### src/rtl/mem_bus_master.sv
// CPU-side initiator for the memory store strobe interface.
// Sequences setup, strobe and hold phases around each access.
module mem_bus_master #(
    parameter int ADDR_W     = 16,
    parameter int DATA_W     = 8,
    parameter int SETUP_CYC  = 1,
    parameter int STROBE_CYC = 2,
    parameter int HOLD_CYC   = 1
) (
    input  logic              clk,
    input  logic              reset,
    input  logic              run_en,
    input  logic              req,
    input  logic              we,
    input  logic [ADDR_W-1:0] addr_in,
    input  logic [DATA_W-1:0] wdata_in,
    output logic              busy,
    output logic              ack,
    output logic [DATA_W-1:0] rdata,
    output logic              abort,
    output logic [ADDR_W-1:0] mem_addr,
    output logic [DATA_W-1:0] mem_wdata,
    output logic              mem_read,
    output logic              mem_write,
    input  logic [DATA_W-1:0] mem_rdata
);

    typedef enum logic [2:0] {
        S_IDLE,
        S_SETUP,
        S_STROBE,
        S_HOLD,
        S_DONE
    } state_t;

    localparam logic [3:0] LP_SETUP_LAST  = 4'(SETUP_CYC - 1);
    localparam logic [3:0] LP_STROBE_LAST = 4'(STROBE_CYC - 1);
    localparam logic [3:0] LP_HOLD_LAST   = 4'(HOLD_CYC - 1);

    state_t              r_state;
    state_t              w_state_nxt;
    logic [3:0]          r_phase;
    logic [3:0]          w_phase_nxt;
    logic                r_we;
    logic                r_busy;
    logic                r_ack;
    logic                r_abort;
    logic                r_mem_read;
    logic                r_mem_write;
    logic [ADDR_W-1:0]   r_mem_addr;
    logic [DATA_W-1:0]   r_mem_wdata;
    logic [DATA_W-1:0]   r_rdata;

    logic                w_accept;
    logic                w_abort;
    logic                w_capture;
    logic                w_busy_nxt;
    logic                w_strobe_nxt;

    always_comb begin
        w_state_nxt = r_state;
        w_phase_nxt = r_phase;
        w_accept    = 1'b0;
        w_abort     = 1'b0;
        w_capture   = 1'b0;
        unique case (r_state)
            S_IDLE: begin
                if (req && run_en) begin
                    w_accept    = 1'b1;
                    w_state_nxt = S_SETUP;
                    w_phase_nxt = 4'd0;
                end
            end
            S_SETUP: begin
                if (!run_en) begin
                    w_abort = 1'b1;
                end else if (r_phase == LP_SETUP_LAST) begin
                    w_state_nxt = S_STROBE;
                    w_phase_nxt = 4'd0;
                end else begin
                    w_phase_nxt = r_phase + 4'd1;
                end
            end
            S_STROBE: begin
                if (!run_en) begin
                    w_abort = 1'b1;
                end else if (r_phase == LP_STROBE_LAST) begin
                    w_capture   = !r_we;
                    w_state_nxt = S_HOLD;
                    w_phase_nxt = 4'd0;
                end else begin
                    w_phase_nxt = r_phase + 4'd1;
                end
            end
            S_HOLD: begin
                if (!run_en) begin
                    w_abort = 1'b1;
                end else if (r_phase == LP_HOLD_LAST) begin
                    w_state_nxt = S_DONE;
                    w_phase_nxt = 4'd0;
                end else begin
                    w_phase_nxt = r_phase + 4'd1;
                end
            end
            S_DONE: begin
                w_state_nxt = S_IDLE;
            end
            default: begin
                w_state_nxt = S_IDLE;
                w_phase_nxt = 4'd0;
            end
        endcase
        if (w_abort) begin
            w_state_nxt = S_IDLE;
            w_phase_nxt = 4'd0;
        end
    end

    // Strobes and status flags are registered from the next state so they
    // change only on clock edges and never overlap.
    assign w_busy_nxt   = (w_state_nxt == S_SETUP)
                       || (w_state_nxt == S_STROBE)
                       || (w_state_nxt == S_HOLD);
    assign w_strobe_nxt = (w_state_nxt == S_STROBE);

    always_ff @(posedge clk or negedge reset) begin
        if (!reset) begin
            r_state     <= S_IDLE;
            r_phase     <= 4'd0;
            r_we        <= 1'b0;
            r_busy      <= 1'b0;
            r_ack       <= 1'b0;
            r_abort     <= 1'b0;
            r_mem_read  <= 1'b0;
            r_mem_write <= 1'b0;
            r_mem_addr  <= '0;
            r_mem_wdata <= '0;
            r_rdata     <= '0;
        end else begin
            r_state     <= w_state_nxt;
            r_phase     <= w_phase_nxt;
            r_busy      <= w_busy_nxt;
            r_ack       <= (w_state_nxt == S_DONE);
            r_abort     <= w_abort;
            r_mem_read  <= w_strobe_nxt && !r_we;
            r_mem_write <= w_strobe_nxt && r_we;
            if (w_accept) begin
                r_we        <= we;
                r_mem_addr  <= addr_in;
                r_mem_wdata <= wdata_in;
            end
            if (w_capture) begin
                r_rdata <= mem_rdata;
            end
        end
    end

    assign busy      = r_busy;
    assign ack       = r_ack;
    assign abort     = r_abort;
    assign rdata     = r_rdata;
    assign mem_addr  = r_mem_addr;
    assign mem_wdata = r_mem_wdata;
    assign mem_read  = r_mem_read;
    assign mem_write = r_mem_write;

endmodule

### config.mk
export PLATFORM = sky130hd
export DESIGN_NAME = mem_bus_master
export DESIGN_NICKNAME = d
export VERILOG_FILES = /design/src/rtl/mem_bus_master.sv
export SDC_FILE = /design/constraint.sdc
export NUM_CORES = 1
export LEC_CHECK = 0
export CORE_UTILIZATION = 30
export CTS_CLUSTER_DIAMETER = 50
export DETAILED_ROUTE_END_ITERATION = 10
export GPL_TIMING_DRIVEN = 0
export PLACE_DENSITY = 0.61
export SLEW_MARGIN = 15
export SYNTH_ARGS = -nofsm -noshare
export SYNTH_HDL_FRONTEND = slang
export SYNTH_SLANG_ARGS = --single-unit
### constraint.sdc
create_clock -name clk -period 4.6 [get_ports clk]
set_input_delay 0.92 -clock clk [delete_from_list [all_inputs] [get_ports clk]]
set_output_delay 0.92 -clock clk [all_outputs]
set_load 0.02 [all_outputs]
After elaboration in Yosys (flattened, before gate mapping)
Index checks and enable logic that the tools add are counted. Widths: inputs -> output; s select.

Equal/unequal tests: 13. Add/sub/neg operators: 1. Muxes and demuxes: 23. Reductions and logical operators: 11.

Operators with widths (count): $mux 3 (8); $mux 4 (6); $pmux 4 s4 (1); $eq 3x2->1 const B (4); $pmux 3 s4 (1); $mux 1 (7); $eq 3x1->1 const B (2); $eq 3x3->1 const B (2); $ne 3x3->1 const B (2); $add 4x1->4 const B (1); $eq 4x1->1 const B (1); $logic_not 4->1 (1); $reduce_and 4->1 (1); $logic_and 1x1->1 (3); $logic_not 3->1 (1); $ne 3x1->1 const B (1); $reduce_or 3->1 (1); $logic_or 1x1->1 (2); $ne 2x2->1 const B (1); $reduce_or 2->1 (1); $logic_not 1->1 (1).

Bits in registers: 45. Output and inout bits: 37.

Longest topological paths before layout
Gate-level depths: netlist of the first run.

Depth in word-level cells: 8. Depth in mapped cells: 6. Gate-level depth less buffers: 6.

Least setup slack after synthesis of the first run
Ideal clock, no wire load.

Kind: input-to-reg. From: input run_en. To: register r_mem_wdata[7], in the netlist mem_wdata[7]. Slack: 2656 ps. Data required time: 4473 ps. Data arrival time: 1817 ps. Stages: 5. Setup time: 127 ps. Cell sequence: nor2b_2 and3_1 buf_4 buf_6 mux2_1.

Cells in the longest elaborated chain, start to end: 3.

Ends and longest elaborated chain: from (decl) (line 12) `input logic run_en,`; $logic_and 1x1->1 (line 68) `if (req && run_en) begin`; $mux 1 (line 68); $mux 1 (line 66) `unique case (r_state)`; to (signal assigned) (line 150) `r_mem_wdata <= wdata_in;`; to (decl) (line 51) `logic [DATA_W-1:0] r_mem_wdata;`.

Every way passes these cells. A chain may end at the register's enable or synchronous reset.

Worst setup path in the final report of the first run
From: input run_en. To: register r_mem_wdata[2], in the netlist mem_wdata[2].

The elaborated chain is that of the path after synthesis.

==> results.toml, run 1 <==
[global_routing]
grt_pass1_wl_mm = 6.09
grt.overflow.total = 0
grt_usage = 0.127
antenna_found_initial = 0
grt_max_degree = 28
grt_pass1_vias = 1291

[sta]
rsz0062_at_grt = "no"
setup_viol_count_final = 0
final.setup_skew_ns = 0.00619
tns_ns = 0
timing.final.crit_period_ns = 2.42
drv_slew = 0
slew_headroom = 0.557
fmax_mhz = 413
hold_violations = 0
fin_crit_sh = 0.526
tightest_slew_ns = 0.664

[clocking]
clkSinkCount = 45
cts_hold_buf = 0
path_clk_slew_ns = 0.08
cts_root_buf = "clkbuf_8"
h-tree-depth = 2
post_cts_resized = 0
cts_tree = "done"
numCtsBuffers = 5
clockBufferDepth = 2
postCtsSetupBuffers = 0
clk_latency_ns = 0.29

[synth]
syn_avg_cell_area_um2 = 14.8
yosysUniqueCellTypes = 30
yosys_warnings = 0
syn_inst = 126
syn-num-nets = 166
synth_area_mm2 = 0.00187
synth.yosys.seq_area_share = 0.603
synth-seq-cells = 45

[final_layout]
synthToLayoutAreaGrowth_pct = 50.9
seqCellArea_mm2 = 0.00113
nFillCells = 580
drive_above_1_share = 0.251
nets = 247
layout_commonest_cell = "clkdlybuf4s50_1"
layout_common_cells = "72 x clkdlybuf4s50_1, 45 x dfrtp_1, 31 x mux2_2"
diodes = 0
postLayoutCoreUtil = 0.473
multi_input_area_um2 = 697

[status]
status = "complete, no violations"

[route]
ant_nets = 0
first_pass_iters = 4
drt_wl_total_mm = 3.76
vias_per_cell = 4.61
vias = 1301
wl_per_cell_um = 13.3
drcViolationCount = 0
drt_iter0_drc = 36

[placement]
dpl.hpwl_mm = 2.80
gp_congestion = 0.734
port_buffers = 73

[floorplan]
start_util = 0.314
die-area_mm2 = 0.00655
ios = 74
rows = 28
dieWidth_um = 80.9
fp.coreArea_mm2 = 0.00596
dieHeight_um = 80.9

[power]
p_per_area_mw_per_mm2 = 608
ir_drop_v = 0.000260
leakagePower_nw = 1.20

[worst_hold_path]
holdCritPathClass = "reg -> reg"
hold_path.startpoint = "mem_wdata[7]"

[job]
drv_cap = 0

[worst_setup_path]
crit_required_ns = 4.78
worstPathMaxFanout = 10
cp-start-kind = "primary input"
worstSetupStartpoint = "run_en"
r2r-start = "r_phase[0]"
crit_type = "in -> reg"
end_kind = "flop"
cp.arrival_ns = 2.60
final timing paths:
| kind | cells past startpoint | to | slack [ns] |
|---|---|---|---|
| min reg2reg | 1 | mem_wdata[7] | 0.50 |
| max | 6 | mem_wdata[2] | 2.18 |
| max in group asynchronous | 2 | rdata[7] | 3.42 |
| max reg2reg | 6 | mem_read | 2.64 |
| min in group asynchronous | 1 | mem_addr[3] | 0.65 |
| min | 1 | mem_wdata[7] | 0.50 |
layer usage:
metal	wire, um	vias to the layer above	global-route usage
met4	73	0	0.0643
met1	1680	633	0.161
met2	1690	58	0.197
met3	317	7	0.0337
met5	0	-	0
li1	-	603	-
where the power goes:
part	leakage (nW)	switching [mW]	internal, mW	total [mW]
registers	0.568	0.0886	0.551	0.639
logic	0.582	0.359	0.434	0.793
clock network	0.0540	0.125	0.158	0.282
total	1.20	0.573	1.14	1.72
Yosys cell counts (all sizes together):
cell type | number | area share
dfrtp | 45 | 0.60
mux2 | 32 | 0.19
nor2 | 5 | 0.019
inv | 4 | 0.0080
nand2 | 4 | 0.0080
nor3b | 4 | 0.016
buf | 3 | 0.016
ha | 3 | 0.020
nand3 | 3 | 0.0080
o21ai | 3 | 0.0080
nand2b | 2 | 0.011
nor3 | 2 | 0.0054
nor4 | 2 | 0.0067
o21bai | 2 | 0.0080
a211o | 1 | 0.0047
a21bo | 1 | 0.0054
a21boi | 1 | 0.0040
a21o | 1 | 0.0047
a2bb2oi | 1 | 0.0080
a311oi | 1 | 0.014
and3 | 1 | 0.0034
and4bb | 1 | 0.0067
nand3b | 1 | 0.0040
nor2b | 1 | 0.0047
or3b | 1 | 0.0060
xor2 | 1 | 0.0047
worst max-delay path, cell delays in order:
cell and delay, ns:
clkdlybuf4s50_1 0.60, nor2b_2 0.21, and3_1 0.17, buf_4 0.17, buf_6 0.17, mux2_2 0.35
logic make-up (layout without fill, tap and decap cells):
kind of cell / after synthesis / in the layout / share of synthesized area
XOR/XNOR: 1 / 1 / 0.00469
buffers and inverters: 7 / 88 / 0.0241
adder cells (fa/ha/maj): 3 / 3 / 0.0201
AO/OA/AOI/OAI: 11 / 11 / 0.0569
multiplexers: 32 / 32 / 0.193
AND/OR/NAND/NOR: 27 / 27 / 0.0985
flip-flops: 45 / 45 / 0.603
per-stage QoR:
stage,std cells,instance area [um2],power (mW),hold slack [ns],setup slack (ns)
4_1_cts,282,2820,1.75,0.501,2.18
2_1_floorplan,126,1870,1.07,0.497,2.66
3_5_place_dp,275,2720,1.45,0.481,1.86
6_report,282,2820,1.72,0.495,2.18
3_3_place_gp,274,2690,1.43,0.472,1.31
5_1_grt,282,2820,1.83,0.525,2.11
layout make-up:
| type | instances | area share |
|---|---|---|
| well taps | 75 | 0.0333 |
| flip-flops and latches | 45 | 0.399 |
| repair buffers | 74 | 0.267 |
| plain buffers | 3 | 0.0107 |
| inverters | 4 | 0.00533 |
| multi-input cells | 74 | 0.247 |
| clock buffers | 5 | 0.0244 |
| clock inverters | 2 | 0.0124 |
state kept, by name, indices dropped and copies added, names as in the netlist:
signal and flops:
rdata 8, ack 1, mem_read 1, abort 1, mem_addr 16, mem_write 1
r_we 1, r_phase 4, r_state 3, busy 1, mem_wdata 8
No activity file was read; power rests on OpenSTA's default activity.
==> run 2, diff against run 1 <==
==> constraint.sdc (replaced) <==
create_clock -name clk -period 2.3 [get_ports clk]
set_input_delay 0.46 -clock clk [delete_from_list [all_inputs] [get_ports clk]]
set_output_delay 0.46 -clock clk [all_outputs]
set_load 0.02 [all_outputs]
==> results of run 2 <==
The final DEF is identical to that of run 1. Status: complete, no violations.
Among the figures that moved: setup slack after placement 1.86 ns -> 0.0170 ns; setup slack after layout 2.18 ns -> 0.339 ns; hold slack 0.495 ns -> 0.195 ns; register-to-register setup slack 2.64 ns -> 0.34 ns; total power 1.72 mW -> 3.43 mW; worst IR drop on VDD 0.000260 V -> 0.000520 V
==> run 3, diff against run 2 <==
--- a/config.mk
+++ b/config.mk
@@ -10,6 +10,7 @@
 export DETAILED_ROUTE_END_ITERATION = 10
 export GPL_TIMING_DRIVEN = 0
 export PLACE_DENSITY = 0.61
+export RECOVER_POWER = 100
 export SLEW_MARGIN = 15
 export SYNTH_ARGS = -nofsm -noshare
 export SYNTH_HDL_FRONTEND = slang
==> results.toml, run 3 (synthesized netlist as in run 1, its figures left out) <==
[placement]
gp_congestion = 0.734
numPlacedInstances = 275
port_buffers = 73
dpl.hpwl_mm = 2.80

[power]
total_power_mw = 3.28
ir_drop_v = 0.000486
p_per_area_mw_per_mm2 = 1190
leakagePower_nw = 1.24

[route]
vias_per_cell = 4.59
ant_nets = 0
drt_iter0_drc = 45
drt_wl_total_mm = 3.80
first_pass_iters = 4
wl_per_cell_um = 13.5
vias = 1295
drcViolationCount = 0

[global_routing]
grt.overflow.total = 0
grt_pass1_wl_mm = 6.09
grt_pass1_vias = 1291
antenna_found_initial = 0
grt_usage = 0.127
grt_max_degree = 28

[final_layout]
layout_common_cells = "45 x dfrtp_1, 38 x dlygate4sd3_1, 34 x clkdlybuf4s50_1"
layout_commonest_cell = "dfrtp_1"
stdcell_count = 282
largest_reg_flops = 16
diodes = 0
synthToLayoutAreaGrowth_pct = 48.2
drive_above_1_share = 0.227
nets = 247

[worst_setup_path]
r2r-start = "r_phase[0]"
cp-start-kind = "flop"
crit_required_ns = 2.49
worstPathMaxFanout = 6
end_kind = "flop"
reg2reg_depth = 6
ff2ff_setup_slack_ns = 0.23
crit_type = "reg -> reg"
reg2reg_to = "r_phase[3]"
cp.arrival_ns = 2.25

[clocking]
clkSinkCount = 45
clk_latency_ns = 0.29
clockBufferDepth = 2
cts_tree = "done"
numCtsBuffers = 5
postCtsSetupBuffers = 0
cts_hold_buf = 0
h-tree-depth = 2
cts_root_buf = "clkbuf_8"
path_clk_slew_ns = 0.08
post_cts_resized = 0

[floorplan]
start_util = 0.314
dieWidth_um = 80.9
ios = 74
die-area_mm2 = 0.00655
dieHeight_um = 80.9
rows = 28
fp.coreArea_mm2 = 0.00596

[sta]
fmax_mhz = 484
fin_crit_sh = 0.899
rsz0062_at_grt = "no"
drv_slew = 0
hold_violations = 0
setup_viol_count_final = 0
timing.final.crit_period_ns = 2.07
final.setup_skew_ns = 0.00871
tns_ns = 0
tightest_slew_ns = 1.43
slew_headroom = 0.0470

[worst_hold_path]
holdCritPathClass = "in -> async"

[status]
status = "complete, no violations"

[job]
drv_cap = 0
-- run 3: cell types whose count changed in the layout (fill, tap and decap cells not counted), sizes merged --
cell / delta
dlygate4sd3: +38
clkdlybuf4s50: -38
clkbuf: +2
buf: -2
-- run 3: stage by stage --
stage | hold slack (ns) | instance area, um2 | utilization | setup WS [ns]
3_3_place_gp | 0.472 | 2690 | 0.452 | -0.528
6_report | 0.488 | 2770 | 0.465 | 0.233
2_1_floorplan | 0.164 | 1870 | - | 0.576
5_1_grt | 0.520 | 2770 | 0.465 | 0.122
4_1_cts | 0.209 | 2820 | 0.473 | 0.316
3_5_place_dp | 0.481 | 2720 | 0.456 | 0.0170
-- run 3: where the power goes --
part / internal (mW) / switching (mW) / leakage, nW / total [mW]
Combinational: 0.742 / 0.708 / 0.618 / 1.45
Sequential: 1.10 / 0.164 / 0.568 / 1.27
Clock: 0.316 / 0.252 / 0.0540 / 0.568
Total: 2.16 / 1.12 / 1.24 / 3.28
-- run 3: critical path, stage by stage (launching register included) --
cell,delay (ns)
dfrtp_1,0.45
inv_1,0.09
ha_1,0.14
nor3b_1,0.39
a2bb2oi_1,0.50
nor3_1,0.11
a211o_1,0.28
-- run 3: layer usage --
layer | wire length, um | track usage | vias to the layer above | share of wire
li1 | - | - | 602 | -
met1 | 1740 | 0.161 | 630 | 0.46
met2 | 1700 | 0.197 | 56 | 0.45
met3 | 295 | 0.0337 | 7 | 0.078
met4 | 73 | 0.0643 | 0 | 0.019
met5 | 0 | 0 | - | 0
-- run 3: worst max-delay path by stage --
stage / startpoint / to / cells after the start
after floorplan: r_phase[1] / rdata[0] / 6
after global placement: reset / rdata[6] / 1
after detailed placement: run_en / mem_addr[11] / 6
after CTS: r_phase[0] / mem_read / 6
after global routing: r_phase[0] / r_phase[3] / 6
final: r_phase[0] / r_phase[3] / 6
-- run 3: cell type report --
class / instances / area (um2)
buffer: 3 / 30.0
clock buffer: 5 / 68.8
clock inverter: 2 / 35.0
fill: 584 / 3190
inverter: 4 / 15.0
multi-input combinational: 74 / 671
sequential: 45 / 1130
tap: 75 / 93.8
timing repair buffer: 74 / 729
